File: src/rtl/fetch_unit_pkg.sv
// Shared constants and types for the fetch stage.
// Configuration macro: FETCH_MISALIGN_CHECK_EN (see fetch_unit.sv).
package fetch_unit_pkg;

    localparam int          INST_W         = 32;
    localparam int          PC_W           = 32;
    localparam logic [31:0] FETCH_RESET_PC = 32'h0000_0000;
    localparam logic [31:0] PC_INC         = 32'd4;
    localparam logic [31:0] NOP_INST       = 32'h0000_0013;

    typedef struct packed {
        logic [PC_W-1:0]   pc;
        logic [INST_W-1:0] word;
    } fetch_entry_t;

    function automatic logic [PC_W-1:0] align_pc(input logic [PC_W-1:0] addr);
        return {addr[PC_W-1:2], 2'b00};
    endfunction

endpackage

File: src/rtl/fetch_unit_if.sv
// Memory-side and decoder-side channels of the fetch stage.
// Handshake: a transfer happens on a rising edge where valid && ready; the sender holds payload
// stable while valid && !ready. The imem response channel is valid-only (no backpressure).
interface fetch_unit_if;

    logic        imem_req_valid;
    logic        imem_req_ready;
    logic [31:0] imem_req_addr;
    logic        imem_rsp_valid;
    logic [31:0] imem_rsp_data;
    logic        inst_valid;
    logic        inst_ready;
    logic [31:0] inst;
    logic [31:0] inst_pc;

    modport master (
        output imem_req_valid, imem_req_addr, inst_valid, inst, inst_pc,
        input  imem_req_ready, imem_rsp_valid, imem_rsp_data, inst_ready
    );

    modport slave (
        input  imem_req_valid, imem_req_addr, inst_valid, inst, inst_pc,
        output imem_req_ready, imem_rsp_valid, imem_rsp_data, inst_ready
    );

endinterface

File: src/rtl/fetch_fifo.sv
// Synchronous FIFO with flush; head is read straight from registered storage.
// DEPTH must be a power of two so the pointers wrap naturally.
module fetch_fifo #(
    parameter int DEPTH = 2,
    parameter int WIDTH = 32
) (
    input  logic                     clk,
    input  logic                     reset,
    input  logic                     flush,
    input  logic                     push,
    input  logic [WIDTH-1:0]         push_data,
    input  logic                     pop,
    output logic [WIDTH-1:0]         head,
    output logic [$clog2(DEPTH):0]   count
);

    localparam int AW = $clog2(DEPTH);
    localparam logic [AW:0] FULL_CNT = (AW+1)'(DEPTH);

    logic [WIDTH-1:0] mem [DEPTH];
    logic [AW-1:0]    wr_ptr;
    logic [AW-1:0]    rd_ptr;
    logic             do_push;
    logic             do_pop;

    assign do_pop  = pop && (count != '0);
    // A push into a full FIFO is accepted only when the same cycle pops.
    assign do_push = push && ((count != FULL_CNT) || do_pop);
    assign head    = mem[rd_ptr];

    always_ff @(posedge clk or negedge reset) begin
        if (!reset) begin
            wr_ptr <= '0;
            rd_ptr <= '0;
            count  <= '0;
            for (int i = 0; i < DEPTH; i++) begin
                mem[i] <= '0;
            end
        end else if (flush) begin
            wr_ptr <= '0;
            rd_ptr <= '0;
            count  <= '0;
        end else begin
            if (do_push) begin
                mem[wr_ptr] <= push_data;
                wr_ptr      <= wr_ptr + 1'b1;
            end
            if (do_pop) begin
                rd_ptr <= rd_ptr + 1'b1;
            end
            if (do_push && !do_pop) begin
                count <= count + 1'b1;
            end else if (!do_push && do_pop) begin
                count <= count - 1'b1;
            end
        end
    end

endmodule

File: src/rtl/fetch_unit.sv
// Instruction fetch stage: credit-limited requests to inst_mem, {pc, word} buffer to the decoder,
// and redirect with discard of stale words. Optional FETCH_MISALIGN_CHECK_EN adds misalign_err.
module fetch_unit
    import fetch_unit_pkg::*;
#(
    parameter logic [31:0] RESET_PC   = FETCH_RESET_PC,
    parameter int          FIFO_DEPTH = 2
) (
    input  logic              clk,
    input  logic              reset,
    fetch_unit_if.master      bus,
    input  logic              jump_flag,
    input  logic [31:0]       jump_target
`ifdef FETCH_MISALIGN_CHECK_EN
    ,
    output logic              misalign_err
`endif
);

    localparam int CW = $clog2(FIFO_DEPTH) + 1;
    localparam logic [CW:0] CREDITS = (CW+1)'(FIFO_DEPTH);

    logic [31:0]   fetch_pc;
    logic [CW-1:0] outstanding;
    logic [CW-1:0] outstanding_next;
    logic [CW-1:0] drop_cnt;
    logic [CW-1:0] tag_count;
    logic [CW-1:0] buf_count;
    logic [CW:0]   credit_used;
    logic [31:0]   tag_head;
    fetch_entry_t  buf_head;
    fetch_entry_t  buf_push;
    logic          halt;
    logic          req_valid;
    logic          req_fire;
    logic          rsp_keep;

    // Requests in flight (including ones to be dropped) plus buffered words never exceed the buffer.
    assign credit_used = {1'b0, outstanding} + {1'b0, buf_count};
    assign req_valid   = reset && !halt && !jump_flag && (credit_used < CREDITS);
    assign req_fire    = req_valid && bus.imem_req_ready;
    assign rsp_keep    = bus.imem_rsp_valid && !jump_flag && (drop_cnt == '0) && (tag_count != '0);
    assign buf_push    = '{pc: tag_head, word: bus.imem_rsp_data};

    assign bus.imem_req_valid = req_valid;
    assign bus.imem_req_addr  = fetch_pc;
    assign bus.inst_valid     = (buf_count != '0);
    assign bus.inst           = buf_head.word;
    assign bus.inst_pc        = buf_head.pc;

    always_comb begin
        outstanding_next = outstanding;
        if (req_fire && !bus.imem_rsp_valid) begin
            outstanding_next = outstanding + 1'b1;
        end else if (!req_fire && bus.imem_rsp_valid) begin
            outstanding_next = outstanding - 1'b1;
        end
    end

    // On a redirect every request still in flight becomes stale; drops already pending are part of it.
    always_ff @(posedge clk or negedge reset) begin
        if (!reset) begin
            fetch_pc    <= RESET_PC;
            outstanding <= '0;
            drop_cnt    <= '0;
        end else begin
            outstanding <= outstanding_next;
            if (jump_flag) begin
                drop_cnt <= outstanding_next;
                fetch_pc <= align_pc(jump_target);
            end else begin
                if (bus.imem_rsp_valid && (drop_cnt != '0)) begin
                    drop_cnt <= drop_cnt - 1'b1;
                end
                if (req_fire) begin
                    fetch_pc <= fetch_pc + PC_INC;
                end
            end
        end
    end

`ifdef FETCH_MISALIGN_CHECK_EN
    logic misalign_q;

    always_ff @(posedge clk or negedge reset) begin
        if (!reset) begin
            misalign_q <= 1'b0;
        end else if (jump_flag && (jump_target[1:0] != 2'b00)) begin
            misalign_q <= 1'b1;
        end
    end

    assign misalign_err = misalign_q;
    assign halt         = misalign_q;
`else
    assign halt = 1'b0;
`endif

    fetch_fifo #(
        .DEPTH (FIFO_DEPTH),
        .WIDTH (32)
    ) u_tag_q (
        .clk       (clk),
        .reset     (reset),
        .flush     (jump_flag),
        .push      (req_fire),
        .push_data (fetch_pc),
        .pop       (rsp_keep),
        .head      (tag_head),
        .count     (tag_count)
    );

    // Flush has priority inside the FIFO, so a decoder pop in a redirect cycle is ignored.
    fetch_fifo #(
        .DEPTH (FIFO_DEPTH),
        .WIDTH ($bits(fetch_entry_t))
    ) u_inst_buf (
        .clk       (clk),
        .reset     (reset),
        .flush     (jump_flag),
        .push      (rsp_keep),
        .push_data (buf_push),
        .pop       (bus.inst_ready),
        .head      (buf_head),
        .count     (buf_count)
    );

endmodule

File: src/flat_wrapper.sv
// flat-port wrapper written by rule: the top's interface ports become plain ports
module fetch_unit_flat import fetch_unit_pkg::*;
#(
    parameter logic [31:0] RESET_PC   = FETCH_RESET_PC,
    parameter int          FIFO_DEPTH = 2
)
  (clk, reset, jump_flag, jump_target, bus_imem_req_valid, bus_imem_req_addr, bus_inst_valid, bus_inst, bus_inst_pc, bus_imem_req_ready, bus_imem_rsp_valid, bus_imem_rsp_data, bus_inst_ready);
  fetch_unit_if bus_i ();
  input  logic clk;
  input  logic reset;
  input  logic jump_flag;
  input  logic [31:0] jump_target;
  output wire logic [$bits(bus_i.imem_req_valid)-1:0] bus_imem_req_valid;
  output wire logic [$bits(bus_i.imem_req_addr)-1:0] bus_imem_req_addr;
  output wire logic [$bits(bus_i.inst_valid)-1:0] bus_inst_valid;
  output wire logic [$bits(bus_i.inst)-1:0] bus_inst;
  output wire logic [$bits(bus_i.inst_pc)-1:0] bus_inst_pc;
  input wire logic [$bits(bus_i.imem_req_ready)-1:0] bus_imem_req_ready;
  input wire logic [$bits(bus_i.imem_rsp_valid)-1:0] bus_imem_rsp_valid;
  input wire logic [$bits(bus_i.imem_rsp_data)-1:0] bus_imem_rsp_data;
  input wire logic [$bits(bus_i.inst_ready)-1:0] bus_inst_ready;
  assign bus_imem_req_valid = bus_i.imem_req_valid;
  assign bus_imem_req_addr = bus_i.imem_req_addr;
  assign bus_inst_valid = bus_i.inst_valid;
  assign bus_inst = bus_i.inst;
  assign bus_inst_pc = bus_i.inst_pc;
  assign bus_i.imem_req_ready = bus_imem_req_ready;
  assign bus_i.imem_rsp_valid = bus_imem_rsp_valid;
  assign bus_i.imem_rsp_data = bus_imem_rsp_data;
  assign bus_i.inst_ready = bus_inst_ready;
  fetch_unit #(.RESET_PC(RESET_PC), .FIFO_DEPTH(FIFO_DEPTH)) u_core (.clk(clk), .reset(reset), .bus(bus_i), .jump_flag(jump_flag), .jump_target(jump_target));
endmodule
File: config.mk
export PLATFORM = sky130hd
export DESIGN_NAME = fetch_unit_flat
export DESIGN_NICKNAME = d
export VERILOG_FILES = /design/src/rtl/fetch_unit_pkg.sv /design/src/rtl/fetch_unit_if.sv /design/src/rtl/fetch_fifo.sv /design/src/rtl/fetch_unit.sv /design/src/flat_wrapper.sv
export SDC_FILE = /design/constraint.sdc
export NUM_CORES = 1
export LEC_CHECK = 0
export CAP_MARGIN = 0
export CELL_PAD_IN_SITES_DETAIL_PLACEMENT = 0
export CELL_PAD_IN_SITES_GLOBAL_PLACEMENT = 1
export CORE_ASPECT_RATIO = 1.5
export CORE_MARGIN = 5
export CORE_UTILIZATION = 45
export CTS_BUF_LIST = sky130_fd_sc_hd__clkbuf_2 sky130_fd_sc_hd__clkbuf_4 sky130_fd_sc_hd__clkbuf_8
export DETAILED_ROUTE_END_ITERATION = 10
export PLACE_DENSITY = 0.85
export SETUP_SLACK_MARGIN = 0.1
export SLEW_MARGIN = 10
export SYNTH_ARGS = -nofsm -noshare
export SYNTH_HDL_FRONTEND = slang
export SYNTH_SLANG_ARGS = --single-unit
File: constraint.sdc
create_clock -name clk -period 3.65 [get_ports clk]
set_input_delay 0.73 -clock clk [delete_from_list [all_inputs] [get_ports clk]]
set_output_delay 0.73 -clock clk [all_outputs]
set_load 0.005 [all_outputs]
==> impl_metrics.json, run 1 <==
{
  "status": "finished clean",
  "dieWidth_um": 134,
  "synth_flop_cell": "dfrtp_1",
  "grt_max_degree": 178,
  "dp_slack_ps": 562,
  "fill_cells": 1955,
  "clk_latency_ps": 530,
  "max_slew_margin_pct": 39.7,
  "holdBufCountCts": 0,
  "cts.path.max_buffers": 3,
  "cts-htree-levels": 2,
  "cts_root_buffer": "clkbuf_8",
  "slew_violations": 0,
  "start_util_pct": 45.4,
  "period_needed_ps": 3420,
  "async_flop_share_pct": 100,
  "synth-edff-count": 0,
  "die_h_um": 196,
  "worst_pin_slew_ps": 904,
  "synth_compound_area_share_pct": 6.71,
  "wl_per_cell_um": 17.9,
  "synth_top_area_share_pct": 54.5,
  "yosys.area_share.simple_pct": 9.53,
  "finClkSkew_ps": 22.8,
  "antenna_found_initial": 0,
  "cts_tree": "built",
  "viasPerCell": 5.39,
  "grt_overflow": 0,
  "synth_area_leaders": "dfrtp_1, mux2_2, mux2_4",
  "cts_inserted_buffers": 36,
  "synth_seq_cells": 226,
  "finalHoldWorstSlack_ps": 327,
  "drtPass1Iterations": 4,
  "port_buffers": 161,
  "setup_slack_ps": 233,
  "pin_count": 168,
  "drt_iter0_drc": 291,
  "max_stage_delay_ps": 610,
  "startpoint": "u_core.u_inst_buf.count[0]",
  "row_count": 68,
  "drive_gt1_share_pct": 26.8,
  "yosysMostFrequentCell": "dfrtp_1",
  "path_cells": "and2_1 -> fa_1 -> nor4b_4 -> clkdlybuf4s50_1",
  "synth_xor_area_share_pct": 1.27,
  "endpoint_kind": "output pin",
  "rsz0062_at_grt": "no",
  "die_area_um2": 26300,
  "ir_drop_mv": 0.341,
  "synthTopCellsByCount": "dfrtp_1, mux2_2, nand2_1, nor2_1, o21ai_0",
  "syn_avg_cell_area_um2": 12.3,
  "cp_max_fo": 7,
  "min_path_type": "in2async",
  "synth_fa_ha_area_share_pct": 0.434,
  "hpwl_mm": 15.6,
  "p_leak_nw": 5.89,
  "grt_use_total_pct": 18.0,
  "cts_num_sinks": 226,
  "final_cell_area_um2": 13000,
  "synth_top_family_by_area": "multiplexers",
  "worstPathArrival_ps": 2690,
  "final_net_count": 1075,
  "power_density_nw_per_um2": 580,
  "via_count": 7053,
  "period_share_pct": 93.6,
  "synthToLayoutAreaGrowth_pct": 25.4,
  "grt_pass1_wl_mm": 38.5,
  "hold_viol": 0,
  "core_region_area_um2": 22900,
  "cts.clk_slew.worst_paths_ps": 70,
  "ys_types": 50,
  "post_cts_buffers": 0,
  "path_class": "reg2out",
  "wl_mm": 23.5,
  "yosys.area.top_type": "dfrtp_1",
  "worstPathRequired_ps": 2920,
  "worst_setup_path_start_kind": "flip-flop",
  "drc": 0,
  "syn_inst": 847,
  "fmax_mhz": 293,
  "diodes": 0,
  "synth_mux_area_share_pct": 24.3,
  "setup_viol": 0,
  "ant_nets": 0,
  "fin_tns_setup_ps": 0,
  "dpl_cell_area_um2": 12200,
  "r2r_start": "u_core.u_inst_buf.count[0]",
  "crit_slowest_cell": "clkdlybuf4s50_1",
  "maxCapViolCount": 0,
  "seq_area_frac_synth_pct": 54.5,
  "finalWeightedCongestion": 0.803,
  "grt_pass1_vias": 7440,
  "syn-cell-area_um2": 10400,
  "ys_warn_count": 0
}
layer usage:
metal | vias to the layer above | wire (µm) | track usage, %
li1 | 3351 | - | -
met1 | 3478 | 9690 | 22.0
met2 | 173 | 12000 | 31.8
met3 | 51 | 975 | 2.85
met4 | 0 | 801 | 7.21
met5 | - | 0 | 0
metrics by stage:
step / instances / power, mW / utilization [%]
final: 1308 / 7.55 / 56.9
after global routing: 1308 / 7.97 / 56.9
after CTS: 1308 / 7.66 / 56.9
after detailed placement: 1244 / 5.30 / 53.5
after global placement: 1244 / 5.23 / 53.5
after floorplan: 850 / 4.37 / -
critical path: cells and delay by family, from the launching register on:
kind,cells,cell delay (ps)
flops,1,440
simple gates,2,600
fa+ha+maj,1,530
buf+inv,1,610
cells in the final DEF, fill, tap and decap left out, drive strengths merged, types with 3 or more instances in the layout:
cell             n
or4             13
nand4           13
buf             16
and3             8
o311ai           3
or3              7
dfrtp          226
inv              6
o211ai           4
xnor2            5
clkbuf          57
and2             3
and4             4
mux2           186
a31oi           10
nand2           62
nor2            47
clkdlybuf4s50  159
nand2b           3
conb             4
a21oi           37
clkinvlp         3
o31ai            9
nor2b            4
nand3           21
a211oi           4
xor2            10
mux2i           32
o21ai           46
kinds of logic (layout without fill, tap and decap cells):
kind of cell / count (synthesis) / count (layout)
flops: 226 / 226
mux: 218 / 218
simple gates: 197 / 197
compound gates: 120 / 120
buf+inv: 67 / 245
xor+xnor: 15 / 15
fa+ha+maj: 3 / 3
other cells: 1 / 4
path summary, 6_finish.rpt:
| path | slack, ps | cells after the start | endpoint |
|---|---|---|---|
| max in group asynchronous | 1950 | 3 | u_core.u_inst_buf.rd_ptr |
| worst min-delay path | 330 | 2 | u_core.bus.imem_req_addr[29] |
| worst max-delay path | 230 | 4 | bus_imem_req_valid |
| worst max register to register | 590 | 7 | u_core.u_tag_q.mem[40] |
| min in group clk | 470 | 2 | u_core.u_inst_buf.mem[116] |
| worst min register to register | 470 | 2 | u_core.u_inst_buf.mem[116] |
final cells by class:
class                      count  area (µm²)  area share (%)
clock buffer                  57         691            5.30
clock inverter                 7        92.6           0.711
inverter                       6        22.5           0.173
multi-input combinational    557        4430            34.0
sequential                   226        5660            43.4
tap                          280         350            2.69
timing repair buffer         175        1780            13.7
where the power goes:
group / leakage, nW / total, mW / switching (mW) / internal (mW)
Combinational: 2.49 / 1.87 / 0.685 / 1.19
Sequential: 2.99 / 3.36 / 0.333 / 3.03
Clock: 0.408 / 2.31 / 0.969 / 1.34
registers in the layout (all words and copies together) (netlist names):
register	cells
u_core.u_inst_buf.wr_ptr	1
u_core.u_tag_q.rd_ptr	1
u_core.u_inst_buf.mem	124
u_core.u_inst_buf.count	2
u_core.drop_cnt	2
u_core.u_tag_q.count	2
u_core.u_tag_q.wr_ptr	1
u_core.u_tag_q.mem	60
u_core.outstanding	2
u_core.bus.imem_req_addr	30
u_core.u_inst_buf.rd_ptr	1
what timing repair did:
| item | CTS | global route |
|---|---|---|
| hold endpoints to repair | 0 | 0 |
| resized for setup | 0 | 0 |
| setup endpoints to repair | 0 | 1 |
Note: power is estimated with default switching activity, not from simulation.
==> run 2, diff against run 1 <==
SKIP_CTS_REPAIR_TIMING = 1   (was default)
==> results of run 2 <==
No change in the layout: final DEF, timing and power equal those of run 1.
==> variant (flow settings as in run 1) <==
`FIFO_DEPTH` is set to 2 in 2 places; all go to 1.
--- a/src/rtl/fetch_unit.sv
+++ b/src/rtl/fetch_unit.sv
@@ -4,7 +4,7 @@
     import fetch_unit_pkg::*;
 #(
     parameter logic [31:0] RESET_PC   = FETCH_RESET_PC,
-    parameter int          FIFO_DEPTH = 2
+    parameter int          FIFO_DEPTH = 1
 ) (
     input  logic              clk,
     input  logic              reset,
--- a/src/flat_wrapper.sv
+++ b/src/flat_wrapper.sv
@@ -2,7 +2,7 @@
 module fetch_unit_flat import fetch_unit_pkg::*;
 #(
     parameter logic [31:0] RESET_PC   = FETCH_RESET_PC,
-    parameter int          FIFO_DEPTH = 2
+    parameter int          FIFO_DEPTH = 1
 )
   (clk, reset, jump_flag, jump_target, bus_imem_req_valid, bus_imem_req_addr, bus_inst_valid, bus_inst, bus_inst_pc, bus_imem_req_ready, bus_imem_rsp_valid, bus_imem_rsp_data, bus_inst_ready);
   fetch_unit_if bus_i ();
Function: changed (Yosys sat finds a counterexample within 4 cycles, from zero or initial values and one cycle with reset low).
==> variant against run 1 <==
- synthesized area decreased by 45%
- setup slack improved by 0.51 ns
- sequential cell count decreased by 96
- routed wire length decreased by 39%
- clock power decreased by 45%
- power decreased by 36%
- design area decreased by 40%
- critical path depth decreased by 1
==> variant: results <==
# TYPE chip_impl_metric gauge
chip_impl_info{name="run_status",value="completed"} 1
chip_impl_metric{name="layout-drive-gt1-share",unit=""} 0.221
chip_impl_metric{name="wl_per_cell",unit="µm"} 18.1
chip_impl_metric{name="first_pass_grt_wire_length",unit="µm"} 23000
chip_impl_info{name="critical_setup_path_kind",value="in2out"} 1
chip_impl_metric{name="multi_input_area",unit="µm²"} 2280
chip_impl_metric{name="gr-usage-all-layers",unit=""} 0.196
chip_impl_metric{name="largest_net_degree_at_the_start_of_global_routing",unit=""} 131
chip_impl_metric{name="clock_path_buffers",unit=""} 2
chip_impl_metric{name="post_layout_nonfiller_instances",unit=""} 789
chip_impl_metric{name="met1_length",unit="µm"} 5320
chip_impl_metric{name="switching_power",unit="mW"} 1.27
chip_impl_metric{name="fin_nets",unit=""} 693
chip_impl_metric{name="synth.yosys.seq_area_share",unit=""} 0.572
chip_impl_metric{name="design_area",unit="µm²"} 7870
chip_impl_metric{name="skew",unit="ns"} 0.00975
chip_impl_metric{name="met2WireLength",unit="µm"} 7810
chip_impl_metric{name="drt_iter0_markers",unit=""} 157
chip_impl_metric{name="seq_power_share",unit=""} 0.455
chip_impl_metric{name="finalWorstPathRequiredPeriod",unit="ns"} 2.91
chip_impl_metric{name="grt_util_met1",unit=""} 0.213
chip_impl_metric{name="detailed_place_hpwl",unit="µm"} 10100
chip_impl_metric{name="tritoncts.num_buffers",unit=""} 17
chip_impl_metric{name="filler_cell_count",unit=""} 1025
chip_impl_metric{name="largest_register_ff_count",unit=""} 62
chip_impl_info{name="ys_top_cells_by_area",value="dfrtp_1 (57%), mux2_2 (18%), nand2_1 (2.9%)"} 1
chip_impl_metric{name="critical_path.max_fanout",unit=""} 4
chip_impl_metric{name="power.leakage",unit="nW"} 3.42
chip_impl_metric{name="dpl_cell_area",unit="µm²"} 7460
chip_impl_metric{name="arrival",unit="ns"} 2.18
chip_impl_metric{name="via_count",unit=""} 4255
chip_impl_metric{name="clkCellAreaFrac",unit=""} 0.0526
chip_impl_metric{name="numPlacedInstances",unit=""} 757
chip_impl_metric{name="synth_cell_types",unit=""} 47
chip_impl_metric{name="cts.htree.levels",unit=""} 4
chip_impl_metric{name="wl_met3",unit="µm"} 915
chip_impl_metric{name="hold-worst-slack",unit="ns"} 0.406
chip_impl_metric{name="final.signal_buffer_count",unit=""} 169
chip_impl_metric{name="power_sequential",unit="mW"} 2.20
==> variant: cell count changes after synthesis, moves of 11 or more <==
cell            run 1  this run
mux2i_1            32         2
a21oi_1            37         8
mux2_2            154        91
o21ai_0            46        21
mux2_4             29         0
nor2_1             47        11
nand2_1            61        44
or4_1              13         1
buf_2              18         7
dfrtp_1           226       130
==> variant: worst max-delay path, stage by stage <==
cell	delay (ns)
clkdlybuf4s50_1	0.44
nor4b_2	0.42
clkdlybuf4s50_1	0.58
==> variant: cell families (layout without fill, tap and decap cells) <==
family / count (synthesis) / in the layout / synth area share
and+or+nand+nor: 122 / 122 / 0.119
AOI/OAI and AO/OA: 69 / 69 / 0.0840
muxes: 93 / 93 / 0.184
buffers and inverters: 38 / 209 / 0.0299
DFF: 130 / 130 / 0.572
other: 1 / 4 / 0.000659
adders and majority gates: 3 / 3 / 0.00660
xor gates and xnor gates: 3 / 3 / 0.00462
